===== src/rtl/seg_display_scheduler.sv =====
// Round-robin time-sharing of a 4-digit multiplexed seven-segment display.
// Each grant is held for a minimum number of full refresh frames.
module seg_display_scheduler #(
    parameter int TICK_DIV    = 100000,
    parameter int HOLD_FRAMES = 4
) (
    input  logic        clk,
    input  logic        reset,
    input  logic [3:0]  req,
    input  logic [63:0] req_data,
    output logic [3:0]  grant,
    output logic [1:0]  active_id,
    output logic [3:0]  anode,
    output logic [3:0]  digit,
    output logic        scan_tick,
    output logic        frame_done,
    output logic        busy
);

    localparam int TW = $clog2(TICK_DIV);
    localparam int FW = $clog2(HOLD_FRAMES + 1);

    localparam logic [1:0] ST_IDLE    = 2'd0;
    localparam logic [1:0] ST_LOAD    = 2'd1;
    localparam logic [1:0] ST_SHOW    = 2'd2;
    localparam logic [1:0] ST_RELEASE = 2'd3;

    logic [1:0]    state_r;
    logic [1:0]    next_state_s;
    logic [1:0]    rr_ptr_r;
    logic [TW-1:0] tick_r;
    logic [1:0]    idx_r;
    logic [1:0]    idx_nxt_s;
    logic [FW-1:0] frame_cnt_r;
    logic [FW-1:0] frame_nxt_s;
    logic [15:0]   latched_r;
    logic [1:0]    winner_s;
    logic          any_req_s;
    logic          other_req_s;
    logic          tick_wrap_s;
    logic          frame_end_s;
    logic          hold_met_s;
    logic          relatch_s;
    logic          load_s;
    logic [15:0]   winner_slice_s;
    logic [15:0]   active_slice_s;

    // Search starts at the pointer and wraps 3->0; first requester found wins.
    function automatic logic [1:0] rr_pick(input logic [3:0] r, input logic [1:0] ptr);
        logic [1:0] cand;
        logic       found;
        rr_pick = ptr;
        found   = 1'b0;
        for (int i = 0; i < 4; i++) begin
            cand = ptr + 2'(i);
            if (!found && r[cand]) begin
                rr_pick = cand;
                found   = 1'b1;
            end else begin
                found = found;
            end
        end
    endfunction

    function automatic logic [15:0] slice16(input logic [63:0] d, input logic [1:0] id);
        case (id)
            2'd0:    slice16 = d[15:0];
            2'd1:    slice16 = d[31:16];
            2'd2:    slice16 = d[47:32];
            default: slice16 = d[63:48];
        endcase
    endfunction

    function automatic logic [3:0] nib(input logic [15:0] v, input logic [1:0] i);
        case (i)
            2'd0:    nib = v[3:0];
            2'd1:    nib = v[7:4];
            2'd2:    nib = v[11:8];
            default: nib = v[15:12];
        endcase
    endfunction

    // Arbitration, scan timing and next-state decisions
    always_comb begin
        winner_s       = rr_pick(req, rr_ptr_r);
        winner_slice_s = slice16(req_data, winner_s);
        active_slice_s = slice16(req_data, active_id);
        any_req_s      = |req;
        other_req_s    = |(req & ~(4'b0001 << active_id));
        tick_wrap_s    = (tick_r == TW'(TICK_DIV - 1));
        frame_end_s    = tick_wrap_s && (idx_r == 2'd3);
        if (tick_wrap_s) begin
            idx_nxt_s = idx_r + 2'd1;
        end else begin
            idx_nxt_s = idx_r;
        end
        if (frame_cnt_r >= FW'(HOLD_FRAMES)) begin
            frame_nxt_s = frame_cnt_r;
        end else begin
            frame_nxt_s = frame_cnt_r + FW'(1);
        end
        hold_met_s   = (frame_nxt_s >= FW'(HOLD_FRAMES));
        relatch_s    = 1'b0;
        next_state_s = state_r;
        case (state_r)
            ST_IDLE: begin
                if (any_req_s) begin
                    next_state_s = ST_LOAD;
                end else begin
                    next_state_s = ST_IDLE;
                end
            end
            ST_LOAD: begin
                next_state_s = ST_SHOW;
            end
            ST_SHOW: begin
                // Request changes only matter once the hold has been served
                if (frame_end_s && hold_met_s) begin
                    if (other_req_s) begin
                        next_state_s = ST_RELEASE;
                    end else if (req[active_id]) begin
                        next_state_s = ST_SHOW;
                        relatch_s    = 1'b1;
                    end else begin
                        next_state_s = ST_RELEASE;
                    end
                end else begin
                    next_state_s = ST_SHOW;
                end
            end
            ST_RELEASE: begin
                if (any_req_s) begin
                    next_state_s = ST_LOAD;
                end else begin
                    next_state_s = ST_IDLE;
                end
            end
            default: begin
                next_state_s = ST_IDLE;
            end
        endcase
        load_s = (next_state_s == ST_LOAD);
    end

    // State, counters and all registered outputs
    always_ff @(posedge clk or posedge reset) begin
        if (reset) begin
            state_r     <= ST_IDLE;
            rr_ptr_r    <= 2'd0;
            tick_r      <= '0;
            idx_r       <= 2'd0;
            frame_cnt_r <= '0;
            latched_r   <= 16'h0000;
            grant       <= 4'b0000;
            active_id   <= 2'd0;
            anode       <= 4'b1111;
            digit       <= 4'h0;
            scan_tick   <= 1'b0;
            frame_done  <= 1'b0;
            busy        <= 1'b0;
        end else begin
            state_r    <= next_state_s;
            busy       <= (next_state_s != ST_IDLE);
            scan_tick  <= 1'b0;
            frame_done <= 1'b0;
            if (load_s) begin
                grant       <= 4'b0001 << winner_s;
                active_id   <= winner_s;
                latched_r   <= winner_slice_s;
                tick_r      <= '0;
                idx_r       <= 2'd0;
                frame_cnt_r <= '0;
                rr_ptr_r    <= winner_s + 2'd1;
                anode       <= 4'b1111;
                digit       <= 4'h0;
            end else begin
                case (state_r)
                    ST_LOAD: begin
                        anode <= 4'b1110;
                        digit <= latched_r[3:0];
                    end
                    ST_SHOW: begin
                        if (tick_wrap_s) begin
                            tick_r    <= '0;
                            idx_r     <= idx_nxt_s;
                            scan_tick <= 1'b1;
                            if (frame_end_s) begin
                                frame_done  <= 1'b1;
                                frame_cnt_r <= frame_nxt_s;
                            end else begin
                                frame_cnt_r <= frame_cnt_r;
                            end
                        end else begin
                            tick_r <= tick_r + TW'(1);
                        end
                        if (next_state_s != ST_SHOW) begin
                            grant <= 4'b0000;
                            anode <= 4'b1111;
                            digit <= 4'h0;
                        end else if (relatch_s) begin
                            latched_r <= active_slice_s;
                            anode     <= 4'b1110;
                            digit     <= active_slice_s[3:0];
                        end else begin
                            anode <= ~(4'b0001 << idx_nxt_s);
                            digit <= nib(latched_r, idx_nxt_s);
                        end
                    end
                    default: begin
                        grant <= 4'b0000;
                        anode <= 4'b1111;
                        digit <= 4'h0;
                    end
                endcase
            end
        end
    end

endmodule


===== config.mk =====
export PLATFORM = sky130hd
export DESIGN_NAME = seg_display_scheduler
export DESIGN_NICKNAME = d
export VERILOG_FILES = /design/src/rtl/seg_display_scheduler.sv
export SDC_FILE = /design/constraint.sdc
export NUM_CORES = 1
export LEC_CHECK = 0
export ABC_AREA = 1
export CORE_ASPECT_RATIO = 0.8
export CORE_MARGIN = 3
export CORE_UTILIZATION = 29
export DETAILED_ROUTE_END_ITERATION = 6
export GPL_ROUTABILITY_DRIVEN = 1
export GPL_TIMING_DRIVEN = 0
export HOLD_SLACK_MARGIN = 0.02
export MAX_ROUTING_LAYER = met4
export PLACE_DENSITY = 0.61
export SYNTH_ARGS = -nofsm -noshare
export SYNTH_HDL_FRONTEND = slang
export SYNTH_SLANG_ARGS = --single-unit

===== constraint.sdc =====
create_clock -name clk -period 3 [get_ports clk]
set_input_delay 0.6 -clock clk [delete_from_list [all_inputs] [get_ports clk]]
set_output_delay 0.6 -clock clk [all_outputs]
set_load 0.01 [all_outputs]

After elaboration in Yosys (flattened, before gate mapping)
Cells that the tools add are included.
{"block": "op_classes", "n_bitwise": 3, "n_reduce_logical": 24, "n_mul": 0, "n_div": 0, "shifts": 3, "eq_ne": 16, "order_cmp": 7, "add_sub_neg": 7, "mux": 62}
{"op": "case mux 16 bit (3 select lines)", "n": 2}
{"op": "2-to-1 mux 16 bit", "n": 4}
{"op": "2-to-1 mux 17 bit", "n": 3}
{"op": "2-to-1 mux 4 bit", "n": 8}
{"op": "case mux 4 bit (2 select lines)", "n": 3}
{"op": "2-to-1 mux 1 bit", "n": 22}
{"op": "adder 17 x 1 -> 17 bit (second input constant)", "n": 1}
{"op": "equality test 17 bit (second input constant)", "n": 1}
{"op": "2-to-1 mux 2 bit", "n": 8}
{"op": "less-than comparator 2 x 3 -> 1 bit (second input constant)", "n": 5}
{"op": "2-to-1 mux 3 bit", "n": 5}
{"op": "equality test 2 bit (second input constant)", "n": 6}
{"op": "case mux 4 bit (3 select lines)", "n": 1}
{"op": "<< shifter 1 x 2 -> 4 bit (first input constant)", "n": 3}
{"op": "binary-select mux 1 bit (select 2 bit)", "n": 5}
{"op": "equality test 2 x 1 -> 1 bit (second input constant)", "n": 5}
{"op": "nonzero test 2 bit", "n": 5}
{"op": "zero test 2 bit", "n": 4}
{"op": "inverter 4 bit", "n": 2}
{"op": "OR reduction 4 bit", "n": 2}
{"op": "adder 2 x 1 -> 2 bit (second input constant)", "n": 3}
{"op": "greater-or-equal comparator 3 bit (second input constant)", "n": 2}
{"op": "!= test 2 bit (second input constant)", "n": 3}
{"op": "case mux 2 bit (3 select lines)", "n": 1}
{"op": "9 further kinds", "n": 18}
{"block": "totals", "memories": 0, "ff_bits": 59, "latchBits": 0, "ram_bits": 0, "romBits": 0}

Longest topological paths before layout
{"block": "logic_depth", "ltp_word": 15, "mapped_depth": 21}

Worst setup path after synthesis
No wires, ideal clock.
{"block": "synth_path", "kind": "register to register", "start": "register tick_r[0]", "end": "register tick_r[16]", "path_slack_ps": -49, "required_time_ps": 2865, "path_stages_with_launch": 18, "arrival_time_ps": 2914, "setup_time_ps": 135, "path_cell_list": "dfrtp_1 > ha_1 > nand3_1 > inv_1 > nand3_4 > nor2_4 > nand4_1 > a21oi_1 > inv_1 > fa_1 > buf_4 > nor2_1 > nand2_1 > nor2_2 > nand4_1 > nor4_1 > and3_1 > nor3_1"}
{"block": "synth_via", "elab_chain_cells": 7}
{"element": "start: declaration", "line": "31", "text": "logic [TW-1:0] tick_r;"}
{"element": "start signal: assignment", "line": "194", "text": "tick_r <= tick_r + TW'(1);"}
{"element": "equality test 17 bit *", "line": "90", "text": "tick_wrap_s = (tick_r == TW'(TICK_DIV - 1));"}
{"element": "logical AND 1 bit *", "line": "91", "text": "frame_end_s = tick_wrap_s && (idx_r == 2'd3);"}
{"element": "logical AND 1 bit *", "line": "118", "text": "if (frame_end_s && hold_met_s) begin"}
{"element": "2-to-1 mux 2 bit *", "line": "118"}
{"element": "case mux 2 bit (3 select lines) *", "line": "105", "text": "case (state_r)"}
{"element": "via next_state_s[0]", "line": "29", "text": "logic [1:0] next_state_s;"}
{"element": "equality test 2 x 1 -> 1 bit *", "line": "142", "text": "load_s = (next_state_s == ST_LOAD);"}
{"element": "2-to-1 mux 17 bit / nonzero test 2 bit (equally long branches)"}
The timed path passes the listed nets; every way through them passes the cells marked *. The select of a mux whose other input is x is not followed.
A chain may end at the register's enable or synchronous reset.

Final worst setup path
{"block": "layout_path", "start": "register tick_r[5]", "end": "register tick_r[16]"}
The elaborated chain is that of the path after synthesis.

==> results.py <==
metrics = {
    "sta": {
        "finalCritPeriodShare_pct": 96.80,
        "hold_violations": 0,
        "slew_headroom_pct": 56.80,
        "setup_viol": 0,
        "tightest_slew_ns": 0.6470,
        "whs_ns": 0.4894,
        "slew_viol_final": 0,
        "clock_skew_ns": 0.01460,
        "max_freq_ghz": 0.3444,
        "rsz0062_at_grt": "true",
        "layout_min_cycle_time_ns": 2.904,
    },
    "detailed_routing": {
        "wl_met3_um": 743,
        "ant_nets": 0,
        "wl_um": 14690,
        "via_per_inst": 5.045,
        "highest_layer": "met4",
        "drc_errors": 0,
        "dr_wl_met2_um": 6355,
        "first_iter_violations": 383,
        "num_vias": 4727,
        "first_pass_iters": 5,
        "m1WireLength_um": 7383,
        "wire_per_inst_um": 15.67,
    },
    "critical_path": {
        "ff2ff_path_depth": 17,
        "path_max_fanout": 3,
        "rrSetupSlack_ns": 0.1,
        "start_kind": "flip-flop",
        "arrival_ns": 3.12,
        "r2r_start": "tick_r[5]",
        "rr_endpoint": "tick_r[16]",
        "critical_path_required_ns": 3.22,
        "setup.worst_path.class": "reg2reg",
        "end_kind": "flip-flop",
    },
    "die": {
        "die-area_um2": 16500,
        "die_w_um": 142.9,
        "initial_core_util_pct": 29.99,
        "io_pins": 87,
        "die_h_um": 115.5,
        "core_um2": 14490,
        "rows": 39,
    },
    "final_layout": {
        "layoutNonFillerInstCount": 937,
        "final_core_util_pct": 44.44,
        "syn_to_final_growth_pct": 48.19,
        "drive_gt1_share_pct": 23.77,
        "fillers": 1420,
        "final_net_count": 834,
        "n_antenna_cell": 0,
    },
    "synthesis": {
        "synth_xor_xnor_area_share_pct": 1.209,
        "yosysSeqAreaShare_pct": 34.08,
        "ys_types": 42,
        "synth_top_family_by_area": "simple AND/OR/NAND/NOR gates",
        "synth-adder-area-share_pct": 4.778,
        "postSynth.asyncResetShare_pct": 100.0,
        "syn_nets": 686,
        "synth_warnings": 0,
        "netlist_instances": 600,
        "synth-compound-area-share_pct": 23.66,
        "synth_area_um2": 4347,
        "synth-seq-cells": 59,
        "synth-simple-area-share_pct": 25.82,
        "synth-edff-count": 0,
        "synth_area_per_cell_um2": 7.244,
        "synthFlopType": "dfrtp_1",
        "synth_mux_area_share_pct": 0.2303,
    },
    "clocking": {
        "cts.sinks": 59,
        "cts_made_buffers": 9,
        "htreeDepth": 3,
        "clockBufferDepth": 2,
        "root_buffer": "clkbuf_16",
        "insertion_delay_ns": 0.34,
        "cts_tree": "built",
        "clkTransAtPathRegs_ns": 0.05,
        "hold_buffers": 0,
    },
    "place": {
        "dp.final_hpwl_um": 10540,
        "placed_cells": 871,
        "gp_congestion": 0.8918,
        "io_buffers": 86,
    },
    "global_routing": {
        "grt_max_degree": 34,
        "grt_usage_pct": 18.03,
        "antenna_found_initial": 0,
        "grt_pass1_vias": 4435,
        "grt_first_pass_wirelength_um": 22850,
        "grt.overflow.total": 0,
    },
    "power": {
        "cellLeakagePower_nw": 2.824,
        "power_density_nw_per_um2": 1211,
        "vdd.ir_drop.worst_v": 0.0008217,
    },
    "min_path": {
        "min-delay-start": "latched_r[15]",
        "worstHoldEndpoint": "latched_r[15]",
        "min_path_type": "reg2reg",
        "min_path_cells": 2,
    },
    "flow_run": {
        "maxCapViolCount": 0,
    },
    "run_status": {
        "status": "completed",
    },
}
==> synth_stat cells (all sizes together) (2+ instances only) <==
master   count  share of area [%]
a211oi      11                1.9
a21oi       28                3.3
a22oi        4               0.69
a2bb2oi      8                1.6
a31oi        2               0.29
buf         10                1.8
clkbuf      15                1.5
dfrtp       55                 32
dfstp        4                2.4
ha          15                4.3
inv         79                6.8
nand2      145                 13
nand3       41                5.1
nand4        8                1.2
nor2        42                4.1
nor3        15                2.0
nor3b        2               0.35
nor4         2               0.29
o2111ai     13                2.6
o211ai      14                2.7
o21a         2               0.35
o21ai       72                9.7
o22ai        2               0.29
xor2         6                1.2
==> report_power, final <==
group          internal, mW  switching (mW)  leakage, nW  total [mW]
Combinational          2.29            3.20         1.93        5.48
Sequential             1.09           0.207        0.753        1.30
Clock                 0.641           0.381        0.139        1.02
Total                  4.02            3.79         2.82        7.80
==> sequential cells by signal (all words and copies together) (netlist names), 2 cells and up <==
register	flops
active_id	2
anode	4
digit	4
frame_cnt_r	3
grant	4
idx_r	2
latched_r	16
rr_ptr_r	2
state_r	2
tick_r	17
==> worst max-delay path, stage by stage (launching register included) <==
cell     delay (ns)
dfrtp_1        0.39
inv_2          0.08
nand2_2        0.06
nor3_4         0.23
nand3_4        0.11
nor2_4         0.12
nand4_1        0.13
a21oi_2        0.20
inv_2          0.07
fa_2           0.39
nor2_4         0.12
nand2_2        0.08
nor2_4         0.11
nand4_1        0.11
buf_4          0.17
nor4_4         0.17
and3_1         0.20
nor3_1         0.05
==> routing by layer <==
| layer | global-route usage [%] | vias to the layer above |
|---|---|---|
| met1 | 26.74 | 2253 |
| met4 | 5.193 | 0 |
| met2 | 24.69 | 135 |
| li1 | - | 2324 |
| met3 | 3.548 | 15 |
| met5 | - | - |
==> worst max-delay path by stage <==
stage	from	endpoint	slack, ns	cells past startpoint
6_report	tick_r[5]	tick_r[16]	0.1	17
5_1_grt	tick_r[5]	tick_r[16]	-0.11	17
3_3_place_gp	req[3]	latched_r[10]	-1.06	16
4_1_cts	tick_r[13]	tick_r[16]	-0.02	17
2_1_floorplan	tick_r[0]	tick_r[16]	0.03	17
3_5_place_dp	req[3]	latched_r[8]	-1.10	16
==> cell families (layout without fill, tap and decap cells) <==
family,Yosys count,count (layout)
simple gates,256,256
compound gates,157,157
mux,1,1
buf+inv,105,258
fa+ha+maj,16,16
xor+xnor,6,6
flops,59,59
==> metrics by stage <==
stage | setup TNS, ns | area (um^2) | power, mW | setup WS [ns]
final | 0 | 6441 | 7.803 | 0.09599
after global routing | -0.7820 | 6441 | 8.424 | -0.1142
after CTS | -0.01594 | 6187 | 7.247 | -0.01594
after detailed placement | -36.48 | 5464 | 5.723 | -1.096
after global placement | -55.76 | 5444 | 5.689 | -1.056
after floorplan | 0 | 4353 | 4.438 | 0.02610
==> placed cells by master (no fill, tap or decap), types with 9 or more instances in the layout <==
cell	count
ha_1	10
nor2_1	30
a211oi_1	10
nor2_4	10
dfrtp_1	50
nand3_1	37
clkbuf_16	9
o21ai_2	19
o21ai_0	49
clkdlybuf4s50_1	82
nor3_1	10
o2111ai_1	13
buf_4	55
o211ai_1	13
a21oi_1	25
nand2_1	136
inv_1	65
inv_2	12
==> repair_timing <==
item                       in CTS  in global routing
gates resized for setup        59                 59
pin swaps                      21                 21
setup endpoints to repair      42                 45
setup buffers                  41                 12
==> cell type report <==
class | count | area [um^2] | share of cell area (%)
Tap cell | 184 | 230.2 | 3.574
Clock inverter | 5 | 56.30 | 0.8741
Multi-Input combinational cell | 436 | 2686 | 41.71
Timing Repair Buffer | 140 | 1276 | 19.81
Inverter | 80 | 306.5 | 4.759
Clock buffer | 11 | 232.7 | 3.613
Sequential cell | 59 | 1488 | 23.10
Buffer | 22 | 165.2 | 2.564
(Power assumes the default switching activity.)
==> variant (same flow settings) <==
Make the reset (`reset`) synchronous in one clocked block.
--- a/src/rtl/seg_display_scheduler.sv
+++ b/src/rtl/seg_display_scheduler.sv
@@ -145,3 +145,3 @@
     // State, counters and all registered outputs
-    always_ff @(posedge clk or posedge reset) begin
+    always_ff @(posedge clk) begin
         if (reset) begin
Function: differs if reset is asserted again (counterexample within 4 cycles, from zero or initial values and one cycle with reset high); with reset held inactive, the same outputs for 10 cycles.
==> variant against the unedited design <==
- total power fell by 21%
- combinational power fell by 26%
- cell area fell by 8.8%
- fmax rose by 1.4%
- synthesized area fell by 6.1%
- sequential cell count did not move
- setup slack improved by 0.040 ns
- routed wire length fell by 10%
==> variant: results (changes against the unedited design) <==
{
  "syn_nets": {"value": 732, "change": "+6.7%"},
  "n_fill_cell": {"value": 1425, "change": "+0.35%"},
  "grt_first_pass_wirelength": {"value": 21.2, "unit": "mm", "change": "-7.2%"},
  "area_share_clock_buf_inv": {"value": 5.03, "unit": "%", "change": "+0.54 points"},
  "fin_nets": {"value": 842, "change": "+0.96%"},
  "met1_length": {"value": 6.73, "unit": "mm", "change": "-8.9%"},
  "ys_types": {"value": 39, "change": "-7.1%"},
  "grtUsageMet3": {"value": 2.60, "unit": "%", "change": "-0.95 points"},
  "timing_worst_slew_pin_value": {"value": 0.568, "unit": "ns", "change": "-0.0790 ns"},
  "pre_cts_slack": {"value": -1.06, "unit": "ns", "change": "+0.0380 ns"},
  "critical_path.reg2reg.endpoint": {"value": "latched_r[11]"},
  "outcome": {"value": "finished, final reports clean"},
  "hpwlAfterDp": {"value": 9.94, "unit": "mm", "change": "-5.6%"},
  "via_count_of_the_first_global_routing_pass": {"value": 4342, "change": "-2.1%"},
  "clock-skew-final": {"value": 0.00678, "unit": "ns", "change": "-0.00782 ns"},
  "power.leakage": {"value": 2.34, "unit": "nW", "change": "-17%"},
  "ratio_of_cells_with_drive_above_1_in_the_final_layout": {"value": 15.1, "unit": "%", "change": "-8.7 points"},
  "worst-endpoint-arrival": {"value": 3.06, "unit": "ns", "change": "-0.06 ns"},
  "drtPass1Iterations": {"value": 7, "change": "+2"},
  "yosysSeqAreaShare": {"value": 28.9, "unit": "%", "change": "-5.2 points"},
  "final_period_minus_worst_setup_slack": {"value": 2.86, "unit": "ns", "change": "-0.0399 ns"},
  "inverter_count_of_the_layout_excluding_clock_inverters": {"value": 78, "change": "-2.5%"},
  "met3RoutedLength": {"value": 652, "unit": "um", "change": "-12%"},
  "critPathMaxStageDelay": {"value": 0.49, "unit": "ns", "change": "+0.10 ns"},
  "synthTopCellsByArea": {"value": "sky130_fd_sc_hd__dfxtp_1 29%, sky130_fd_sc_hd__nand2_1 15%, sky130_fd_sc_hd__inv_1 6.9%"},
  "met2RoutedLength": {"value": 5.68, "unit": "mm", "change": "-11%"},
  "synth_async_sr_flop_share": {"value": 0, "unit": "%", "change": "-100 points"},
  "hold_end": {"value": "latched_r[1]"}
}
==> variant: kinds of logic (layout without fill, tap and decap cells) <==
kind of cell | after synthesis | in the layout | synth area share, %
XOR/XNOR | 11 | 11 | 2.36
AND/OR/NAND/NOR | 309 | 310 | 33.2
flip-flops | 59 | 59 | 28.9
buffers and inverters | 108 | 222 | 10.6
AO/OA/AOI/OAI | 143 | 143 | 19.8
adder cells (fa/ha/maj) | 16 | 16 | 5.09
==> variant: where the power goes <==
part	internal (mW)	total, mW	switching (mW)
Clock	0.660	1.02	0.356
Combinational	1.64	4.04	2.40
Sequential	0.965	1.08	0.120
Total	3.26	6.14	2.88
==> variant: stage by stage <==
step                      hold WS, ns  util, %  instances  total power, mW  cell area, um^2
final                           0.485     43.1        941             6.14             5880
after global routing            0.511     43.1        941             6.61             5880
after CTS                       0.484     40.8        927             5.54             5570
after detailed placement        0.470     37.8        911             4.21             5160
after global placement          0.467     37.8        911             4.19             5160
after floorplan                 0.447        -        646             3.24             4080
